===== config.mk =====
export PLATFORM = sky130hd
export DESIGN_NAME = mario_sprite_ctrl
export DESIGN_NICKNAME = d
export VERILOG_FILES = /design/src/rtl/mario_sprite_ctrl.sv
export SDC_FILE = /design/constraint.sdc
export NUM_CORES = 1
export LEC_CHECK = 0
export ABC_AREA = 1
export BUFFER_PORTS_ARGS = -buffer_cell sky130_fd_sc_hd__buf_2
export CAP_MARGIN = 20
export CORE_ASPECT_RATIO = 0.8
export CORE_UTILIZATION = 55
export DETAILED_ROUTE_END_ITERATION = 10
export MAX_ROUTING_LAYER = met4
export PLACE_DENSITY = 0.82
export SLEW_MARGIN = 20
export SYNTH_ARGS = -nofsm -noshare
export SYNTH_HDL_FRONTEND = slang
export SYNTH_SLANG_ARGS = --single-unit

===== constraint.sdc =====
create_clock -name Clk -period 4.43 [get_ports Clk]
set_clock_uncertainty 0.15 [all_clocks]
set_input_delay 0.2215 -clock Clk [delete_from_list [all_inputs] [get_ports Clk]]
set_output_delay 0.2215 -clock Clk [all_outputs]
set_load 0.01 [all_outputs]

===== src/rtl/mario_sprite_ctrl.sv =====
// -----------------------------------------------------------------------------
// mario_sprite_ctrl
//
// Sequencer for the six Mario pose ROMs (run/stand/jump x right/left).
//
// Once per video frame (on frame_tick) it decides the pose, the facing
// direction and the run-animation phase. On every pixel clock it turns the
// beam position into a ROM read address and selects the matching ROM output
// one cycle later. The result is a registered palette index plus a sprite-hit
// flag for the colour mapper.
//
// Parameters:
//   SPR_W       sprite width in pixels
//   SPR_H       sprite height in pixels (SPR_W*SPR_H must fit the 13-bit ROM
//               address space used by the pose ROMs)
//   RUN_PERIOD  frame ticks per run-animation phase (>= 1)
//
// Ports:
//   Clk            pixel/system clock, rising edge active
//   Reset          asynchronous, active-high reset
//   frame_tick     one-cycle pulse per frame (vertical blank)
//   move_left      left input held
//   move_right     right input held
//   airborne       Mario is not on the ground
//   mario_x/y      sprite top-left corner
//   DrawX/DrawY    current beam position
//   rom_addr       combinational read address, shared by all six ROMs
//   idx_*          ROM colour-index outputs, valid one cycle after rom_addr
//   color_idx      registered palette index (0 outside the sprite box)
//   sprite_on      registered opaque-pixel flag
//   pose           00 STAND, 01 RUN, 10 JUMP
//   facing_left    1 when Mario faces left
// -----------------------------------------------------------------------------
module mario_sprite_ctrl #(
  parameter int SPR_W      = 20,
  parameter int SPR_H      = 24,
  parameter int RUN_PERIOD = 6
) (
  input  logic        Clk,
  input  logic        Reset,
  input  logic        frame_tick,
  input  logic        move_left,
  input  logic        move_right,
  input  logic        airborne,
  input  logic [9:0]  mario_x,
  input  logic [9:0]  mario_y,
  input  logic [9:0]  DrawX,
  input  logic [9:0]  DrawY,
  output logic [12:0] rom_addr,
  input  logic [3:0]  idx_runr,
  input  logic [3:0]  idx_runl,
  input  logic [3:0]  idx_standr,
  input  logic [3:0]  idx_standl,
  input  logic [3:0]  idx_jumpr,
  input  logic [3:0]  idx_jumpl,
  output logic [3:0]  color_idx,
  output logic        sprite_on,
  output logic [1:0]  pose,
  output logic        facing_left
);

  localparam int CNT_W = (RUN_PERIOD > 1) ? $clog2(RUN_PERIOD) : 1;
  localparam logic [CNT_W-1:0] CNT_LAST = CNT_W'(RUN_PERIOD - 1);

  // ROM select codes: the low bit is the direction (1 = left).
  localparam logic [2:0] SEL_RUNR   = 3'd0;
  localparam logic [2:0] SEL_RUNL   = 3'd1;
  localparam logic [2:0] SEL_STANDR = 3'd2;
  localparam logic [2:0] SEL_STANDL = 3'd3;
  localparam logic [2:0] SEL_JUMPR  = 3'd4;
  localparam logic [2:0] SEL_JUMPL  = 3'd5;

  typedef enum logic [1:0] {
    STAND = 2'b00,
    RUN   = 2'b01,
    JUMP  = 2'b10
  } pose_t;

  pose_t            state;
  pose_t            state_next;
  logic             facing_next;
  logic [CNT_W-1:0] anim_cnt;
  logic [CNT_W-1:0] anim_cnt_next;
  logic             phase;
  logic             phase_next;

  logic [2:0]       sel;
  logic             inbox;
  logic [12:0]      addr_calc;

  logic             s1_inbox;
  logic [2:0]       s1_sel;
  logic [3:0]       muxed_idx;

  // ---------------------------------------------------------------------------
  // Frame-rate state: pose, facing and run phase. Everything only moves on a
  // frame_tick; between ticks the move/airborne inputs are ignored.
  // ---------------------------------------------------------------------------
  always_ff @(posedge Clk or posedge Reset) begin
    if (Reset) begin
      state       <= STAND;
      facing_left <= 1'b0;
      anim_cnt    <= '0;
      phase       <= 1'b0;
    end else begin
      state       <= state_next;
      facing_left <= facing_next;
      anim_cnt    <= anim_cnt_next;
      phase       <= phase_next;
    end
  end

  always_comb begin
    state_next    = state;
    facing_next   = facing_left;
    anim_cnt_next = anim_cnt;
    phase_next    = phase;

    if (frame_tick) begin
      // Both move inputs high behave like neither.
      if (airborne) begin
        state_next = JUMP;
      end else if (move_left ^ move_right) begin
        state_next = RUN;
      end else begin
        state_next = STAND;
      end

      if (move_left && !move_right) begin
        facing_next = 1'b1;
      end else if (move_right && !move_left) begin
        facing_next = 1'b0;
      end

      // Entering or leaving RUN restarts the animation; staying in RUN
      // advances it and flips the phase once per RUN_PERIOD ticks.
      if (state_next == RUN && state == RUN) begin
        if (anim_cnt == CNT_LAST) begin
          anim_cnt_next = '0;
          phase_next    = ~phase;
        end else begin
          anim_cnt_next = anim_cnt + 1'b1;
        end
      end else begin
        anim_cnt_next = '0;
        phase_next    = 1'b0;
      end
    end
  end

  assign pose = state;

  // ---------------------------------------------------------------------------
  // ROM select from the current pose. Phase 1 of the run cycle reuses the
  // standing frame, which gives the two-frame run animation.
  // ---------------------------------------------------------------------------
  always_comb begin
    sel = facing_left ? SEL_STANDL : SEL_STANDR;
    case (state)
      JUMP:    sel = facing_left ? SEL_JUMPL : SEL_JUMPR;
      RUN:     if (!phase) sel = facing_left ? SEL_RUNL : SEL_RUNR;
      default: sel = facing_left ? SEL_STANDL : SEL_STANDR;
    endcase
  end

  // ---------------------------------------------------------------------------
  // Hit test and address generation. Coordinates are widened to 11 bits so a
  // sprite sitting near X/Y = 1023 does not wrap its right/bottom bound.
  // ---------------------------------------------------------------------------
  always_comb begin
    logic [10:0] bx;
    logic [10:0] by;
    logic [10:0] mx;
    logic [10:0] my;
    logic [10:0] dx;
    logic [10:0] dy;

    bx = {1'b0, DrawX};
    by = {1'b0, DrawY};
    mx = {1'b0, mario_x};
    my = {1'b0, mario_y};
    dx = bx - mx;
    dy = by - my;

    inbox = (bx >= mx) && (bx < mx + 11'(SPR_W)) &&
            (by >= my) && (by < my + 11'(SPR_H));

    addr_calc = 13'(dy) * 13'(SPR_W) + 13'(dx);
    rom_addr  = inbox ? addr_calc : 13'd0;
  end

  // ---------------------------------------------------------------------------
  // Stage 1: travels alongside the ROMs' own address register so that the
  // select and hit flag line up with the ROM data next cycle. A pose change
  // therefore never affects a pixel already in flight.
  // ---------------------------------------------------------------------------
  always_ff @(posedge Clk or posedge Reset) begin
    if (Reset) begin
      s1_inbox <= 1'b0;
      s1_sel   <= SEL_RUNR;
    end else begin
      s1_inbox <= inbox;
      s1_sel   <= sel;
    end
  end

  always_comb begin
    muxed_idx = 4'd0;
    case (s1_sel)
      SEL_RUNR:   muxed_idx = idx_runr;
      SEL_RUNL:   muxed_idx = idx_runl;
      SEL_STANDR: muxed_idx = idx_standr;
      SEL_STANDL: muxed_idx = idx_standl;
      SEL_JUMPR:  muxed_idx = idx_jumpr;
      SEL_JUMPL:  muxed_idx = idx_jumpl;
      default:    muxed_idx = 4'd0;
    endcase
  end

  // ---------------------------------------------------------------------------
  // Stage 2: registered outputs. Index 0 is the transparent colour, so it
  // never raises sprite_on.
  // ---------------------------------------------------------------------------
  always_ff @(posedge Clk or posedge Reset) begin
    if (Reset) begin
      color_idx <= 4'd0;
      sprite_on <= 1'b0;
    end else begin
      color_idx <= s1_inbox ? muxed_idx : 4'd0;
      sprite_on <= s1_inbox && (muxed_idx != 4'd0);
    end
  end

endmodule


== After elaboration in Yosys (flattened, before gate mapping) ==
Index checks and enable logic that the tools add are counted.
Word-level totals
  register bits after elaboration: 16
  input bits: 70
  output and inout bits: 21
  word-level logic and storage cells: 62
Operators by class
  add/sub/neg operators: 6
  multiply operators: 1
  $lt $le $gt $ge: 4
  equality and inequality tests: 10
  multiplexer cells: 17
  bitwise logic cells: 2
  reduce and logical (&&, ||, !) cells: 14
Operator list (number)
  one-hot mux 4 bit (6 select lines): 1
  adder 10 x 5 -> 11 bit, second input constant: 2
  < comparator 10 x 11 -> 1 bit: 2
  subtractor 10 x 10 -> 11 bit: 2
  >= comparator 10 bit: 2
  adder 13 x 11 -> 13 bit: 1
  two-way mux 13 bit: 1
  multiplier 11 x 3 -> 11 bit, second input constant: 1
  == test 3 bit, second input constant: 3
  two-way mux 1 bit: 8
  logical AND 1 bit: 7
  == test 3 x 2 -> 1 bit, second input constant: 2
  two-way mux 2 bit: 3
  two-way mux 3 bit: 2
  one-hot mux 3 bit (2 select lines): 1
  == test 2 x 1 -> 1 bit, second input constant: 2
  two-way mux 4 bit: 1
  AND reduction 2 bit: 2
  nonzero test 4 bit: 1
  adder 3 x 1 -> 3 bit, second input constant: 1
  == test 3 x 1 -> 1 bit, second input constant: 1
  zero test 3 bit: 1
  == test 2 bit, second input constant: 1
  zero test 1 bit: 2
  other kinds (4): 4

== Logic depth before layout (Yosys ltp) ==
Gate-level depths: netlist of run 1.
  depth in word-level cells: 8
  gate-level depth with buffers: 25
  gate-level depth less buffers: 25

== Worst setup path after synthesis of run 1 ==
No wires, ideal clock.
  path type: input-to-output
  from: input DrawY[0]
  to: output rom_addr[12]
  arrival: 3.455 ns
  required time: 4.058 ns
  path slack: 0.604 ns
  stages on the path: 25
  path buffers: 0
  cells stage by stage: inv_1 ha_1 inv_1 fa_1 nand2_1 nand2_1 nand2_1 o21ai_0 xor2_1 ha_1 ha_1 a21oi_1 nand2_1 xor2_1 ha_1 nand2_1 inv_1 nand4_1 o211ai_1 nand2_1 nand2_1 nand2_1 nand3_1 nand2_1 nor2_1
On the way
  cells in the longest elaborated chain, start to end: 4
  elaborated cells on any way between the ends: 8
  those cells by class: 2 x add/sub; 1 x mul; 2 x order compare; 1 x mux; 2 x reduce/logical
Ends and longest elaborated chain
  start, declared: RTL line 48  | input logic [9:0] DrawY,
  subtractor 10 x 10 -> 11 bit / >= comparator 10 bit (equally long branches): RTL line 183, 186
  multiplier 11 x 3 -> 11 bit / logical AND 1 bit (equally long branches): RTL line 188, 185
  adder 13 x 11 -> 13 bit / logical AND 1 bit (equally long branches): RTL line 188, 186
  two-way mux 13 bit *: RTL line 189  | rom_addr = inbox ? addr_calc : 13'd0;
  end, declared: RTL line 49  | output logic [12:0] rom_addr,
Mark *: on every way between the ends. The rest lies on a longest branch, timed or not.

== Final worst setup path of run 1 ==
  from: input mario_y[2]
  to: output rom_addr[12]
On the way
  cells in the longest elaborated chain, start to end: 4
  elaborated cells on any way between the ends: 9
  those cells by class: 3 x add/sub; 1 x mul; 2 x order compare; 1 x mux; 2 x reduce/logical
Ends and longest elaborated chain
  start, declared: RTL line 46  | input logic [9:0] mario_y,
  subtractor 10 x 10 -> 11 bit (tied with other cells): RTL line 183  | dy = by - my;
  multiplier 11 x 3 -> 11 bit (tied with other cells): RTL line 188  | addr_calc = 13'(dy) * 13'(SPR_W) + 13'(dx);
  adder 13 x 11 -> 13 bit / logical AND 1 bit (equally long branches): RTL line 188, 186
  two-way mux 13 bit *: RTL line 189
Marks and branches as above.

==> flow_summary.ini, run 1 <==
[placed_design]
numPortBuffers = 90
place_inst = 665
hpwlAfterDp_um = 6950
gp_congestion = 0.902
place_area_um2 = 3910

[yosys]
yosys_warnings = 0
netlist_top_cells_count = 93 x nand2_1, 87 x inv_1, 62 x ha_1
ys_seq_area_share_pct = 11.8
async_flop_share_pct = 100
yosys.area.top_type_share_pct = 22.9
syn_area_um2 = 3380
syn_area_per_cell_um2 = 6.82
syn_nets = 632
syn_inst = 496
ys_seq_elements = 16
synth_cell_types = 38
synth_edf_count = 0
synth_area_leaders = ha_1 23%, dfrtp_1 12%, nand2_1 10%
synth-main-ff-cell = dfrtp_1
yosysMostFrequentCell = nand2_1
post-synth-top-area-cell = ha_1

[power]
pwr-share-seq_pct = 10.5
power_leakage_nw = 2.32
swShare_pct = 51.3
peakVddDrop_v = 0.000341
clkPwrFrac_pct = 7.7
finalPower_mw = 1.66
powerDensity_nw_per_um2 = 404
comb_power_share_pct = 81.7
p_switching_mw = 0.855
internal_power_mw = 0.810

[clock_tree]
insertion_delay_ns = 0.25
cts.sinks = 16
cts-root-buf = clkbuf_8
cts.reportedPaths.clkPinSlew_ns = 0.06
numCtsBuffers = 3
htreeDepth = 1
cts_tree = built
clk_path_buf_depth = 2

[global_routing]
grt_pass1_vias = 3034
track_usage_pct = 24.9
grt_max_degree = 17
antenna_found_initial = 0
grt_overflow = 0
grt_pass1_wl_um = 12800

[worst_setup_path]
path_buf_inv = 4
crit_type = primary input to primary output
worstPathCellList = buf_2 -> inv_1 -> ha_2 -> nand2_1 -> o21ai_4 -> xor2_1 -> ha_1 -> ha_1 -> fa_1 -> nand3_1 -> nand2_1 -> xor2_1 -> ha_1 -> nand2_1 -> inv_1 -> nand4_1 -> o211ai_1 -> nand2_1 -> nand2_1 -> nand2_1 -> nand3_1 -> nand2_1 -> nor2_1 -> buf_2
crit_path_top_delay_cell = fa_1
crit_path_end_kind = primary output
crit_path_max_fanout = 5
max_stage_delay_ns = 0.41
cpMostUsedCell = nand2_1
worstPathArrival_ns = 3.85
crit_path_start_kind = primary input
critPathRequiredTime_ns = 4.06
crit_family = adder cells

[cells_and_area]
num_antenna_cells = 0
seq_area_um2 = 400
fill_cells = 533
fin_nets = 734
multiInputGateArea_um2 = 2700
area_growth_pct = 22.0
fin_cells = 678
final_area_um2 = 4130
drive_above_1_share_pct = 22.8

[sta]
post-route-period-util_pct = 95.4
fmax_mhz = 237
finalHoldViolations = 0
tightest_slew_ns = 0.577
setup_violations = 0
finalCriticalPeriod_ns = 4.22
slew_headroom_pct = 61.5
slew_viol_final = 0

[floorplanning]
die_x_um = 89.7
floorplan.initialDensity_pct = 57.2
die-area_um2 = 6470
coreArea_um2 = 5910
ios = 91
placement_rows = 25
die_h_um = 72.1

[detailed_routing]
vias_per_cell = 5.21
drt_iter0_drc = 235
drtPass1Iterations = 5
wl_um = 8230
post_drt_wl_per_cell_um = 12.1
num_vias = 3534
drc_errors = 0
ant_nets = 0

[outcome]
status = complete, no violations

[worst_hold_path]
hold_class = primary input to register

[run]
max_cap_violations = 0
## path summary, 6_finish.rpt
path	from	cells after the start	end	slack, ns
setup / recovery	mario_y[2]	24	rom_addr[12]	0.21
max in group asynchronous	Reset	3	anim_cnt[0]$_DFFE_PP0P_	3.33
hold / removal	frame_tick	2	pose[1]$_DFFE_PP0P_	0.07
min in group asynchronous	Reset	3	color_idx[2]$_DFF_PP0_	0.43
setup reg to reg	s1_sel[2]$_DFF_PP0_	8	sprite_on$_DFF_PP0_	2.75
hold reg to reg	facing_left$_DFFE_PP0P_	0	s1_sel[0]$_DFF_PP0_	0.29
## cells in the final DEF, fill, tap and decap left out, drive strengths merged, types with 4 or more instances in the layout
master,Yosys,final
buf,2,98
nand2,94,94
inv,93,93
ha,62,62
nor2,51,51
a21oi,38,38
nand3,36,36
xor2,31,31
o21ai,17,17
dfrtp,16,16
nand4,11,11
nor3,10,10
xnor2,8,8
clkbuf,0,4
fa,4,4
## metrics by stage
| stage | hold WS, ns | setup slack, ns | setup TNS, ns | utilization, % |
|---|---|---|---|---|
| 6_report | 0.0728 | 0.205 | 0 | 69.8 |
| 5_1_grt | 0.0875 | -0.0551 | -0.0899 | 69.8 |
| 4_1_cts | 0.0664 | 0.0490 | 0 | 67.2 |
| 3_5_place_dp | 0.161 | 0.0423 | 0 | 66.1 |
| 3_3_place_gp | 0.150 | 0.177 | 0 | 66.1 |
| 2_1_floorplan | -0.0148 | 0.604 | 0 | - |
## cell type report
| cell class | count | area share [%] |
|---|---|---|
| clock buffer | 4 | 1.33 |
| tap | 81 | 2.46 |
| sequential | 16 | 9.71 |
| timing repair buffer | 99 | 12.6 |
| inverter | 93 | 8.46 |
| multi-input combinational | 385 | 65.4 |
## cells by family after synthesis
kind of cell	count (synthesis)	share of synthesized area, %
and+or+nand+nor	207	28.9
adders and majority gates	66	25.3
buffers and inverters	95	11.1
DFF	16	11.8
xor gates and xnor gates	39	10.1
AOI/OAI and AO/OA	73	12.8
## metal layers
layer | vias to the layer above | GRT usage [%] | part of all wire [%]
met5 | - | - | 0
li1 | 1837 | - | -
met1 | 1577 | 35.8 | 49
met3 | 4 | 0.796 | 5.8
met2 | 116 | 39.9 | 45
met4 | 0 | 3.35 | 0.33
## what timing repair did
action	in CTS	in global routing
hold buffers	1	0
hold endpoints to repair	16	0
endpoints found under the setup margin	0	2
resized for setup	0	14
setup buffers	0	8
## worst register-to-register path: stages, from the launching register on
cell      delay, ns
dfrtp_1        0.41
inv_1          0.09
nand3_1        0.07
inv_1          0.08
nand2_1        0.07
nand3_1        0.07
a211oi_1       0.34
and3_1         0.22
a21oi_1        0.06
## flip-flops by register name, summed over array words and instances (netlist names)
signal       count
anim_cnt         3
color_idx        4
facing_left      1
phase            1
pose             2
s1_inbox         1
s1_sel           3
sprite_on        1
## power by group through the flow
stage                     sequential, mW  clock [mW]  combinational, mW
after CTS                          0.176       0.129               1.19
after global placement             0.177           0               1.15
after detailed placement           0.178           0               1.18
final                              0.176       0.129               1.36
after global routing               0.178       0.138               1.51
after floorplan                    0.178           0              0.939
Note: power is estimated with default switching activity, not from simulation.
==> inputs of run 2 (changes only) <==
Settings changed: RECOVER_POWER set to 25, SETUP_SLACK_MARGIN set to 0.5.
==> flow_summary.ini, run 2 (synthesis results as in run 1) <==
[outcome]
status = complete, no violations

[sta]
slew_viol_final = 0
tightest_slew_ns = 0.579
hold_ws_ns = 0.0724
finalCriticalPeriod_ns = 4.30
rsz0062_at_grt = true
fmax_mhz = 233
layout_setup_ws_ns = 0.134
post-route-period-util_pct = 97.0
slew_headroom_pct = 61.4
setup_violations = 0
finalHoldViolations = 0

[detailed_routing]
num_vias = 3797
post_drt_wl_per_cell_um = 14.0
wl_um = 9710
drt_iter0_drc = 354
drtPass1Iterations = 5
drc_errors = 0
ant_nets = 0
vias_per_cell = 5.47

[worst_setup_path]
crit_path_top_delay_cell = fa_2
crit_path_start_kind = primary input
path_buf_inv = 7
crit_path_max_fanout = 3
crit_family = adder cells
cpMostUsedCell = nand2_1
worstPathArrival_ns = 3.92
critPathRequiredTime_ns = 4.06
crit_type = primary input to primary output
crit_path_end_kind = primary output
max_stage_delay_ns = 0.37

[global_routing]
grt_max_degree = 17
track_usage_pct = 28.6
grt_pass1_vias = 3298
grt_pass1_wl_um = 14400
antenna_found_initial = 0
grt_overflow = 0

[cells_and_area]
drive_above_1_share_pct = 29.4
area_growth_pct = 32.5
final_common_cell = nand2_1
fin_nets = 750
fin_cells = 694
largest_reg_flops = 4
final_cell_mix = 84 x nand2_1, 81 x inv_1, 76 x buf_2
regMostFlops = color_idx
num_antenna_cells = 0
reg_top3 = color_idx (4), anim_cnt (3), s1_sel (3)

[floorplanning]
floorplan.initialDensity_pct = 57.2
die_h_um = 72.1
placement_rows = 25
ios = 91
coreArea_um2 = 5910
die-area_um2 = 6470
die_x_um = 89.7

[clock_tree]
htreeDepth = 1
cts_tree = built
insertion_delay_ns = 0.25
cts.sinks = 16
clk_path_buf_depth = 2
cts-root-buf = clkbuf_8
cts.reportedPaths.clkPinSlew_ns = 0.06
numCtsBuffers = 3

[placed_design]
place_inst = 665
gp_congestion = 0.902
post-place-ws_ns = 0.0423
hpwlAfterDp_um = 6950
numPortBuffers = 90

[power]
power_leakage_nw = 2.41
peakVddDrop_v = 0.000359
finalPower_mw = 2.05
powerDensity_nw_per_um2 = 457

[run]
max_cap_violations = 0

[worst_hold_path]
hold_class = primary input to register
## run 2: per-stage QoR
step	instance area, um^2	setup TNS [ns]	util (%)
floorplan	3380	0	-
global placement	3910	0	66.1
detailed placement	3910	0	66.1
CTS	4310	0	72.8
global route	4480	-0.0760	75.8
finish	4480	0	75.8
## run 2: layer usage
layer,wire length [um],up-vias,part of all wire [%],GRT usage [%]
li1,-,1867,-,-
met1,4050,1697,42,37.8
met2,4690,211,48,48.2
met3,771,22,7.9,0.796
met4,204,0,2.1,7.23
met5,0,-,0,-
## run 2: cell type report
| class | count | area [um^2] |
|---|---|---|
| Fill cell | 452 | 1430 |
| Tap cell | 81 | 101 |
| Inverter | 93 | 357 |
| Sequential cell | 16 | 400 |
| Timing Repair Buffer | 115 | 672 |
| Clock buffer | 4 | 55.1 |
| Multi-Input combinational cell | 385 | 2900 |
## run 2: repair_timing
action,CTS,global route
pin swaps,32,30
setup buffers,17,7
endpoints found under the setup margin,4,5
gates cloned,0,0
gates resized for setup,42,29
hold buffers,1,0
endpoints found under the hold margin,16,0
## run 2: where the power goes
group / switching (mW) / total (mW) / leakage [nW] / internal, mW
Sequential: 0.0138 / 0.176 / 0.213 / 0.162
Combinational: 0.960 / 1.74 / 2.17 / 0.783
Clock: 0.0486 / 0.127 / 0.0288 / 0.0788
Total: 1.02 / 2.05 / 2.41 / 1.02
## run 2: final timing paths
kind	start	to	slack (ns)	cells past startpoint
setup / recovery	DrawY[0]	rom_addr[12]	0.13	28
hold / removal	frame_tick	pose[1]$_DFFE_PP0P_	0.07	2
setup reg to reg	s1_sel[2]$_DFF_PP0_	sprite_on$_DFF_PP0_	2.76	8
hold reg to reg	facing_left$_DFFE_PP0P_	s1_sel[0]$_DFF_PP0_	0.29	0
max in group asynchronous	Reset	color_idx[0]$_DFF_PP0_	3.33	3
min in group asynchronous	Reset	color_idx[2]$_DFF_PP0_	0.43	3
